===== src/rtl/if_stage.sv =====
`default_nettype none
// +--------------------------------------------------------------------------+
// | if_stage : PC, single-outstanding imem fetch, one-entry slot toward ID    |
// | Revision : 1.0                                                            |
// +--------------------------------------------------------------------------+
module if_stage #(
  parameter logic [63:0] PC_RESET = 64'h0000_0000_8000_0000,
  parameter logic [31:0] NOP_INST = 32'h0000_0013
) (
  input  logic        clk,
  input  logic        rst,
  output logic        imem_req_o,
  output logic [63:0] imem_addr_o,
  input  logic        imem_ack_i,
  input  logic [31:0] imem_rdata_i,
  input  logic        imem_err_i,
  input  logic        redirect_vld_i,
  input  logic [63:0] redirect_pc_i,
  input  logic        id_ready_i,
  output logic        inst_vld_o,
  output logic [31:0] inst_o,
  output logic [63:0] inst_addr_o,
  output logic [1:0]  fetch_excp_o
);

  typedef enum logic [1:0] {
    S_FETCH = 2'd0,
    S_DROP  = 2'd1,
    S_HALT  = 2'd2
  } state_t;

  state_t      state_q, state_d;
  logic [63:0] pc_q, pc_d;
  logic [63:0] drop_addr_q, drop_addr_d;
  logic        pend_q, pend_d;
  logic        vld_q, vld_d;
  logic [31:0] inst_q, inst_d;
  logic [63:0] addr_q, addr_d;
  logic [1:0]  excp_q, excp_d;

  logic slot_open;
  logic misaligned;

  assign slot_open  = ~vld_q | id_ready_i;
  assign misaligned = (pc_q[1:0] != 2'b00);

  // A killed request keeps its original address on the bus while pc moves on.
  assign imem_req_o  = ~rst & ((state_q == S_DROP) |
                       ((state_q == S_FETCH) & ~misaligned & (pend_q | slot_open)));
  assign imem_addr_o = (state_q == S_DROP) ? drop_addr_q : pc_q;

  assign inst_vld_o   = vld_q;
  assign inst_o       = inst_q;
  assign inst_addr_o  = addr_q;
  assign fetch_excp_o = excp_q;

  always_comb begin
    state_d     = state_q;
    pc_d        = pc_q;
    drop_addr_d = drop_addr_q;
    pend_d      = pend_q;
    vld_d       = vld_q;
    inst_d      = inst_q;
    addr_d      = addr_q;
    excp_d      = excp_q;

    if (vld_q && id_ready_i) begin
      vld_d = 1'b0;
    end

    if (redirect_vld_i) begin
      pc_d  = redirect_pc_i;
      vld_d = 1'b0;
      if (imem_req_o && !imem_ack_i) begin
        state_d     = S_DROP;
        pend_d      = 1'b1;
        drop_addr_d = imem_addr_o;
      end else begin
        state_d = S_FETCH;
        pend_d  = 1'b0;
      end
    end else begin
      case (state_q)
        S_FETCH: begin
          if (misaligned && slot_open) begin
            vld_d   = 1'b1;
            inst_d  = NOP_INST;
            addr_d  = pc_q;
            excp_d  = 2'b01;
            state_d = S_HALT;
          end else if (imem_req_o && imem_ack_i) begin
            vld_d  = 1'b1;
            addr_d = pc_q;
            pend_d = 1'b0;
            if (imem_err_i) begin
              inst_d  = NOP_INST;
              excp_d  = 2'b10;
              state_d = S_HALT;
            end else begin
              inst_d = imem_rdata_i;
              excp_d = 2'b00;
              pc_d   = pc_q + 64'd4;
            end
          end else if (imem_req_o) begin
            pend_d = 1'b1;
          end
        end
        S_DROP: begin
          if (imem_ack_i) begin
            pend_d  = 1'b0;
            state_d = S_FETCH;
          end
        end
        default: begin
        end
      endcase
    end
  end

  always_ff @(posedge clk or posedge rst) begin
    if (rst) begin
      state_q     <= S_FETCH;
      pc_q        <= PC_RESET;
      drop_addr_q <= 64'd0;
      pend_q      <= 1'b0;
      vld_q       <= 1'b0;
      inst_q      <= NOP_INST;
      addr_q      <= 64'd0;
      excp_q      <= 2'b00;
    end else begin
      state_q     <= state_d;
      pc_q        <= pc_d;
      drop_addr_q <= drop_addr_d;
      pend_q      <= pend_d;
      vld_q       <= vld_d;
      inst_q      <= inst_d;
      addr_q      <= addr_d;
      excp_q      <= excp_d;
    end
  end

endmodule
`default_nettype wire


===== config.mk =====
export PLATFORM = sky130hd
export DESIGN_NAME = if_stage
export DESIGN_NICKNAME = d
export VERILOG_FILES = /design/src/rtl/if_stage.sv
export SDC_FILE = /design/constraint.sdc
export NUM_CORES = 1
export LEC_CHECK = 0
export CAP_MARGIN = 15
export CORE_ASPECT_RATIO = 0.75
export CORE_MARGIN = 3
export CORE_UTILIZATION = 52
export CTS_BUF_LIST = sky130_fd_sc_hd__clkbuf_4 sky130_fd_sc_hd__clkbuf_8
export DETAILED_ROUTE_END_ITERATION = 8
export PLACE_DENSITY = 0.84
export SETUP_SLACK_MARGIN = 0.05
export SYNTH_ARGS = -nofsm -noshare
export SYNTH_HDL_FRONTEND = slang
export SYNTH_SLANG_ARGS = --single-unit
export TNS_END_PERCENT = 5

===== constraint.sdc =====
create_clock -name clk -period 9.1 [get_ports clk]
set_clock_uncertainty 0.15 [all_clocks]
set_input_delay 1.82 -clock clk [delete_from_list [all_inputs] [get_ports clk]]
set_output_delay 1.82 -clock clk [all_outputs]
set_load 0.005 [all_outputs]

==> results of run 1 <==
-- flip-flops by register name, summed over array words and instances (netlist names) --
signal,cells
inst_addr_o,64
pc_q,64
inst_o,32
inst_vld_o,1
state_q,2
fetch_excp_o,2
pend_q,1
drop_addr_q,64
-- power breakdown --
group          total (mW)  switching (mW)  internal, mW
registers            1.47           0.185          1.29
clock network       0.947           0.405         0.542
logic               0.809           0.287         0.522
total                3.23           0.876          2.35
-- stage by stage --
| stage | area [µm²] | utilization | hold slack (ps) | power, mW |
|---|---|---|---|---|
| after global placement | 13800 | 0.675 | 338 | 2.25 |
| final | 14600 | 0.716 | 356 | 3.23 |
| after CTS | 14600 | 0.715 | 357 | 3.25 |
| after global routing | 14600 | 0.716 | 367 | 3.40 |
| after floorplan | 11000 | - | 331 | 1.80 |
| after detailed placement | 13800 | 0.675 | 345 | 2.29 |
-- cell usage after synthesis, types with 7 or more instances --
library cell  instances
nand2_1             272
dfrtp_1             226
mux2_2              134
o21ai_0              54
clkbuf_1             53
inv_1                40
nor2_1               36
mux2i_1              31
nand3_1              28
a31oi_1              26
nand4_1              24
or4_1                18
xnor2_1              18
or3_1                14
nor3_1               12
nor4_1               10
xor2_1               10
o31ai_1               9
and4_1                8
o211ai_1              8
nand2b_1              7
-- per-layer routing --
| layer | GRT usage | routed length, µm |
|---|---|---|
| met1 | 0.363 | 13100 |
| met4 | 0.0688 | 534 |
| met2 | 0.405 | 13800 |
| met5 | 0 | 0 |
| met3 | 0.0893 | 3230 |
-- worst max-delay path by stage --
stage / startpoint / end / slack (ps) / cells past startpoint
2_1_floorplan: rst / drop_addr_q[0] / 800 / 1
4_1_cts: id_ready_i / imem_req_o / 3670 / 5
3_5_place_dp: redirect_vld_i / inst_addr_o[41] / 3500 / 8
5_1_grt: id_ready_i / imem_req_o / 3590 / 5
3_3_place_gp: redirect_vld_i / inst_addr_o[37] / 3580 / 8
6_report: id_ready_i / imem_req_o / 3640 / 5
-- layout make-up --
cell class              instances  area [µm²]
fillers                      1521        5800
repair buffers                274        2740
clock buffers                  64         787
well taps                     282         353
multi-input cells             749        4820
flip-flops and latches        230        5760
inverters                      41         161
clock inverters                 3        17.5
diodes                          1        2.50
-- cell families after synthesis --
kind of cell / count (synthesis) / share of synthesized area
AOI/OAI and AO/OA: 108 / 0.0587
xor gates and xnor gates: 28 / 0.0224
adders and majority gates: 1 / 0.00114
buffers and inverters: 103 / 0.0366
DFF: 230 / 0.526
muxes: 165 / 0.166
and+or+nand+nor: 447 / 0.189
==> reports/summary.txt, run 1 <==
number of global-route vias before repair: 9,377
initial DRC count: 677
asr flop ratio synth: 1.00
Yosys reg bits: 230
RSZ-0062 raised after global routing: false
antenna violations before repair: 0
CTS buffer count: 37
max incr delay on CP: 510 ps
fmax: 0.183 GHz
post-synthesis area per instance: 10.1 µm²
cell area after synthesis: 11,000 µm²
max-slew violations: 0
Cell Chain, Critical Path: clkdlybuf4s50_1, or3b_2, nand2_1, a21oi_1, clkdlybuf4s50_1
CP arrival: 3490 ps
pwr dens: 221 nW/µm²
via count: 9,184
R2R Path End: inst_addr_o[36]
Tcrit/Tclk final: 0.600
Tightest Pin Transition: 1030 ps
Place WS: 3500 ps
Vias per Instance: 5.59
Row Count: 45
required time worst endpoint: 7130 ps
fin crit period: 5460 ps
commonest non-fill, non-tap cell in the layout: nand2_1
clk buf depth: 3
Most used DFF post-synth: dfrtp_1
Setup CP Type: input pin to output pin
Reg2Reg Depth: 7
routed wire length per instance: 18.6 µm
dpl cells: 1,575
Synth cell types: 45
largest net degree at the start of global routing: 161
post-synthesis sequential area ratio: 0.526
die height: 132 µm
top cells by area, synth: dfrtp_1 52%, mux2_2 14%, nand2_1 9.3%, mux2i_1 2.8%, o21ai_0 2.5%
Post-Synthesis Cells: 1,082
die area: 22,900 µm²
most frequent cells in the layout: 272 x nand2_1, 264 x clkdlybuf4s50_1, 226 x dfrtp_1
Sink Count: 230
crit-path leading delay family: buffers and inverters
Remaining DRCs: 0
Final WS setup: 3640 ps
crit path buf inv count: 2
CTS resizes: 0
Post-Route WL: 30.6 mm
RR Startpoint: state_q[1]
setup TNS: 0 ps
Hold Startpoint: inst_addr_o[42]
CP dominant cell by count: clkdlybuf4s50_1
core footprint: 20,400 µm²
nets: 1,436
CTS tree: done
chip width: 174 µm
Syn Nets: 1,185
peak supply drop: 0.000142 V
ratio of cells with drive above 1 in the final layout: 0.167
Rel. slew slack: 0.310
reg2reg setup slack: 5050 ps
hold buffers post-CTS: 0
CP Launch Type: input pin
initial cell density of the core: 0.536
PortBufs: 265
Area Growth Syn to Fin: 33.6%
Yosys top cell area share: 0.516
Root Buffer: clkbuf_8
post-CTS setup buffers: 0
Syn. warnings: 0
Clock Latency Late Sink: 520 ps
Hold Vio Cnt, Final: 0
CP max stage cell: or3b_2
top-level I/O count: 266
outcome: completed
Post-Layout Cell Count: 1,644
CTS HTree Levels: 2
Post-DP HPWL: 20.5 mm
global route overflow: 0
Hold WC Path Type: register to register
clk slew on worst S/H paths: 50 ps
P_leak: 6.10 nW
Post-synth EDFFs: 0
Initial DRT Pass Iterations: 8
Max-cap violations: 0
final-report setup violation count: 0
Total GRT Usage: 0.264
maximum fanout along the worst path: 3
GP Congestion: 0.860
area leader, netlist: dfrtp_1
Hold Path Stages: 1
ANT nets after route: 0
first-pass GRT wire length: 49.3 mm
Worst Setup End Kind: output pin
Hold Path Sink: inst_addr_o[42]
(Power assumes the default switching activity.)
==> run 2, diff against run 1 <==
==> constraint.sdc (replaced) <==
create_clock -name clk -period 5.55 [get_ports clk]
set_clock_uncertainty 0.15 [all_clocks]
set_input_delay 1.11 -clock clk [delete_from_list [all_inputs] [get_ports clk]]
set_output_delay 1.11 -clock clk [all_outputs]
set_load 0.005 [all_outputs]
==> run 2 against run 1 <==
Core utilization shrank 0.18 points. First-iteration DRC count is 30% higher. Final cell count fell by 0.24%. Global-route usage up 0.076 points. Critical path type is now register to output pin. Combinational power is 66% higher. Wire length increased by 0.41%. Worst hold slack worse by 2.0 ps. Sequential share of layout area increased by 0.098 points. Register-to-register slack worse by 3100 ps. Largest power group unchanged. Critical path depth stayed put. Worst setup slack got worse by 2500 ps.
==> reports/summary.txt, run 2 (synthesized netlist as in run 1, its figures left out) <==
R2R Path End: pc_q[56]
Row Count: 45 (unchanged)
Reg2Reg Depth: 5 (-2)
fill cell count: 1,449 (-4.7%)
commonest non-fill, non-tap cell in the layout: nand2_1
pwr dens: 358 nW/µm² (+62%)
number of global-route vias before repair: 9,176 (-2.1%)
peak supply drop: 0.000247 V (+74%)
first-pass GRT wire length: 49.0 mm (-0.48%)
post-CTS setup buffers: 0 (unchanged)
routed wire length per instance: 18.7 µm (+0.65%)
setup TNS: 0 ps (unchanged)
Logic pwr share: 0.255 (+0.004)
Tcrit/Tclk final: 0.794
Hold WC Path Type: register to register
Finished Cell Area: 14,600 µm² (-0.25%)
Rel. slew slack: 0.258 (-0.0526)
FF/Latch Area: 5760 µm² (unchanged)
placed cell areas: 13,800 µm² (+0.31%)
clk slew on worst S/H paths: 60 ps (about the same)
hold buffers post-CTS: 0 (unchanged)
Area Growth Syn to Fin: 33.3%
Switching Share: 0.273 (+0.000963)
Clock Latency Late Sink: 520 ps (about the same)
RR Startpoint: state_q[0]
top-level I/O count: 266 (unchanged)
Hold Startpoint: inst_addr_o[8]
Remaining DRCs: 0 (unchanged)
clk buf depth: 3 (unchanged)
CP arrival: 3150 ps (-340 ps)
Hold Vio Cnt, Final: 0 (unchanged)
max-slew violations: 0 (unchanged)
Pint: 3.80 mW (+62%)
core footprint: 20,400 µm² (unchanged)
nets: 1,437 (+0.070%)
required time worst endpoint: 4290 ps (-2840 ps)
crit path from: state_q[0]
Sink Count: 230 (unchanged)
antenna violations before repair: 1 (+1)
GP Congestion: 0.898 (+4.4%)
antenna cells: 0 (-1)
CP Launch Type: register
CTS buffer count: 37 (unchanged)
Post-DP HPWL: 21.1 mm (+2.9%)
global route overflow: 0 (unchanged)
Hold Path Sink: inst_addr_o[8]
ANT nets after route: 0 (unchanged)
Worst Setup End Kind: output pin
multi-input logic area: 4830 µm² (+0.13%)
outcome: completed
initial cell density of the core: 0.536 (unchanged)
DR WL met2: 13.8 mm (about the same)
RSZ-0062 raised after global routing: false
chip width: 174 µm (unchanged)
die height: 132 µm (unchanged)
highest routed layer: met5
Max-cap violations: 0 (unchanged)
ratio of cells with drive above 1 in the final layout: 0.166 (-0.00110)
Vias per Instance: 5.61 (+0.49%)
largest net degree at the start of global routing: 150 (-6.8%)
Sequential Power Share: 0.460 (+0.004)
most frequent cells in the layout: 272 x nand2_1, 264 x clkdlybuf4s50_1, 226 x dfrtp_1
switching power: 1.43 mW (+63%)
CTS HTree Levels: 2 (unchanged)
Total GRT Usage: 0.265 (+0.000759)
Setup CP Type: register to output pin
via count: 9,207 (+0.25%)
Root Buffer: clkbuf_8
reg2reg setup slack: 1930 ps (-3120 ps)
maximum fanout along the worst path: 34 (+31)
Hold Path Stages: 1 (unchanged)
met3 routed WL: 2.97 mm (-7.9%)
P_leak: 6.07 nW (-0.44%)
die area: 22,900 µm² (unchanged)
Clock power frac: 0.284 (-0.010)
Tightest Pin Transition: 1100 ps (+68.7 ps)
CTS tree: done
M1 WL: 13.5 mm (+3.1%)
CTS resizes: 0 (unchanged)
Initial DRT Pass Iterations: 5 (-3)
fmax: 0.227 GHz
initial DRC count: 877 (+30%)
fin crit period: 4410 ps
PortBufs: 265 (unchanged)
Post-Route WL: 30.7 mm (+0.41%)
final-report setup violation count: 0 (unchanged)
-- run 2: cell count changes in the layout (fill, tap and decap cells not counted), sizes merged --
cell	before	now
buf	10	11
clkbuf	64	60
clkinvlp	1	2
diode	1	0
inv	41	40
-- run 2: final cells by class --
cell class,instances,share of cell area
clock buffer,60,0.0506
clock inverter,3,0.00120
inverter,41,0.0108
multi-input combinational,749,0.331
sequential,230,0.395
tap,282,0.0242
timing repair buffer,275,0.188
-- run 2: metrics by stage --
| step | power, mW | std cells | setup slack [ps] | util | hold WS (ps) |
|---|---|---|---|---|---|
| 5_1_grt | 5.50 | 1640 | 950 | 0.714 | 370 |
| 4_1_cts | 5.27 | 1640 | 1120 | 0.714 | 358 |
| 3_3_place_gp | 3.70 | 1577 | 998 | 0.677 | 339 |
| 3_5_place_dp | 3.77 | 1577 | 871 | 0.677 | 345 |
| 2_1_floorplan | 2.96 | 1082 | 178 | - | 331 |
| 6_report | 5.23 | 1640 | 1140 | 0.714 | 354 |
-- run 2: worst max-delay path, cell delays in order, from the launching register on --
cell             delay (ps)
dfrtp_1                 520
nor2b_4                 830
buf_4                   480
nand2_1                  80
o21ai_0                 140
clkdlybuf4s50_1         560
-- run 2: worst max-delay path by stage --
stage                            endpoint  slack (ps)
final                     imem_addr_o[60]        1140
after global routing      imem_addr_o[60]         950
after CTS                 imem_addr_o[60]        1120
after detailed placement         pc_q[56]         870
after global placement           pc_q[58]        1000
after floorplan                    pend_q         180
-- run 2: power groups by stage --
stage          registers [mW]  logic, mW  clock network (mW)
2_1_floorplan            2.36      0.596                   0
3_3_place_gp             2.40       1.30                   0
3_5_place_dp             2.43       1.34                   0
4_1_cts                  2.40       1.35                1.51
5_1_grt                  2.46       1.44                1.59
6_report                 2.41       1.34                1.49
-- run 2: metal layers --
layer | vias to the layer above | global-route usage
li1 | 4260 | -
met5 | - | 0
met3 | 52 | 0.0861
met4 | 2 | 0.0616
met2 | 416 | 0.406
met1 | 4477 | 0.370
==> run 3, diff against run 2 <==
==> constraint.sdc (replaced) <==
create_clock -name clk -period 4.2 [get_ports clk]
set_clock_uncertainty 0.15 [all_clocks]
set_input_delay 0.84 -clock clk [delete_from_list [all_inputs] [get_ports clk]]
set_output_delay 0.84 -clock clk [all_outputs]
set_load 0.005 [all_outputs]
==> run 3 against run 2 <==
Sequential share of layout area shrank 0.13 points. Worst setup slack lost 670 ps. Die area is the same. Wire length shrank 0.13%.
==> reports/summary.txt, run 3 (synthesized netlist as in run 1, its figures left out) <==
largest net degree at the start of global routing: 160 (+6.7%)
post-CTS setup buffers: 0 (unchanged)
top-level I/O count: 266 (unchanged)
CP arrival: 2740 ps (-410 ps)
Tightest Pin Transition: 1030 ps (-69.0 ps)
nets: 1,443 (+0.42%)
Setup CP Type: register to output pin
Place WS: 563 ps (-308 ps)
Post-Route WL: 30.7 mm (-0.13%)
pwr dens: 470 nW/µm² (+31%)
initial cell density of the core: 0.536 (unchanged)
core footprint: 20,400 µm² (unchanged)
GP Congestion: 0.869 (-3.2%)
clk slew on worst S/H paths: 60 ps (about the same)
Hold WS: 353 ps (-1.40 ps)
CTS resizes: 0 (unchanged)
CP dominant cell by count: nand2_1
Rel. slew slack: 0.311 (+0.0528)
outcome: completed
Vias per Instance: 5.65 (+0.62%)
Hold WC Path Type: register to register
die height: 132 µm (unchanged)
Cell Chain, Critical Path: nand2b_2, buf_12, nand2_1, nand2_1, clkdlybuf4s50_1
routed wire length per instance: 18.7 µm (-0.37%)
PortBufs: 265 (unchanged)
global route overflow: 0 (unchanged)
die area: 22,900 µm² (unchanged)
max incr delay on CP: 650 ps (-180 ps)
Root Buffer: clkbuf_8
antenna violations before repair: 1 (unchanged)
Total GRT Usage: 0.264 (-0.000914)
CTS buffer count: 36 (-2.7%)
Post-DP HPWL: 20.7 mm (-2.1%)
dpl cells: 1,584 (+0.44%)
Tcrit/Tclk final: 0.888
CTS HTree Levels: 2 (unchanged)
clk buf depth: 3 (unchanged)
Hold Vio Cnt, Final: 0 (unchanged)
Final WS setup: 470 ps (-672 ps)
CTS tree: done
Area Growth Syn to Fin: 33.8%
Row Count: 45 (unchanged)
P_leak: 6.11 nW (+0.58%)
fin crit period: 3730 ps
hold buffers post-CTS: 0 (unchanged)
Initial DRT Pass Iterations: 7 (+2)
Sink Count: 230 (unchanged)
fmax: 0.268 GHz
CP Launch Type: register
antenna cells: 0 (unchanged)
final-report setup violation count: 0 (unchanged)
chip width: 174 µm (unchanged)
Post-Layout Cell Count: 1,644 (+0.24%)
Remaining DRCs: 0 (unchanged)
ratio of cells with drive above 1 in the final layout: 0.168 (+0.00245)
max-slew violations: 0 (unchanged)
RSZ-0062 raised after global routing: false
initial DRC count: 637 (-27%)
first-pass GRT wire length: 49.2 mm (+0.42%)
required time worst endpoint: 3210 ps (-1080 ps)
peak supply drop: 0.000372 V (+51%)
via count: 9,287 (+0.87%)
Worst Setup End Kind: output pin
commonest non-fill, non-tap cell in the layout: nand2_1
maximum fanout along the worst path: 33 (-2.9%)
most frequent cells in the layout: 272 x nand2_1, 264 x clkdlybuf4s50_1, 226 x dfrtp_1
number of global-route vias before repair: 9,391 (+2.3%)
setup TNS: 0 ps (unchanged)
Max-cap violations: 0 (unchanged)
CP max stage cell: nand2b_2
Clock Latency Late Sink: 520 ps (about the same)
ANT nets after route: 0 (unchanged)
==> run 3: layout make-up <==
class                      count  area (µm²)
multi-input combinational    749        4830
clock inverter                 4        20.0
fill                        1489        5790
inverter                      41         158
tap                          282         353
timing repair buffer         282        2810
sequential                   230        5760
clock buffer                  56         721
==> run 3: per-layer routing <==
metal  part of all wire  vias up  track usage  wire [µm]
li1                   -     4253            -          -
met4              0.013        2       0.0688        405
met3               0.11       39       0.0991       3280
met1               0.42     4613        0.350      12800
met2               0.46      380        0.412      14100
met5            0.00065        -            0         20
==> run 3: where the power goes <==
part | leakage [nW] | total (mW) | switching (mW) | internal [mW]
combinational | 2.89 | 1.76 | 0.628 | 1.13
sequential | 2.81 | 3.18 | 0.393 | 2.79
clock | 0.398 | 1.95 | 0.863 | 1.09
==> run 3: critical path: cells and delay by family, from the launching register on <==
kind | cells | cell delay, ps
DFF | 1 | 510
and+or+nand+nor | 3 | 860
buffers and inverters | 2 | 800
==> run 3: per-stage QoR <==
stage | cell area (µm²) | total power [mW] | utilization
2_1_floorplan | 11000 | 3.91 | -
3_3_place_gp | 13900 | 4.88 | 0.681
3_5_place_dp | 13900 | 4.97 | 0.681
4_1_cts | 14700 | 6.95 | 0.717
5_1_grt | 14700 | 7.25 | 0.717
6_report | 14700 | 6.89 | 0.717
==> run 3: path summary, 6_finish.rpt <==
path	from	to	slack, ps	cells after the start
min	drop_addr_q[59]	drop_addr_q[59]	350	1
max in group asynchronous	rst	drop_addr_q[52]	2250	3
max	state_q[1]	imem_addr_o[19]	470	5
min reg2reg	drop_addr_q[59]	drop_addr_q[59]	350	1
max reg2reg	state_q[1]	drop_addr_q[50]	1060	4
min in group asynchronous	rst	drop_addr_q[33]	920	3
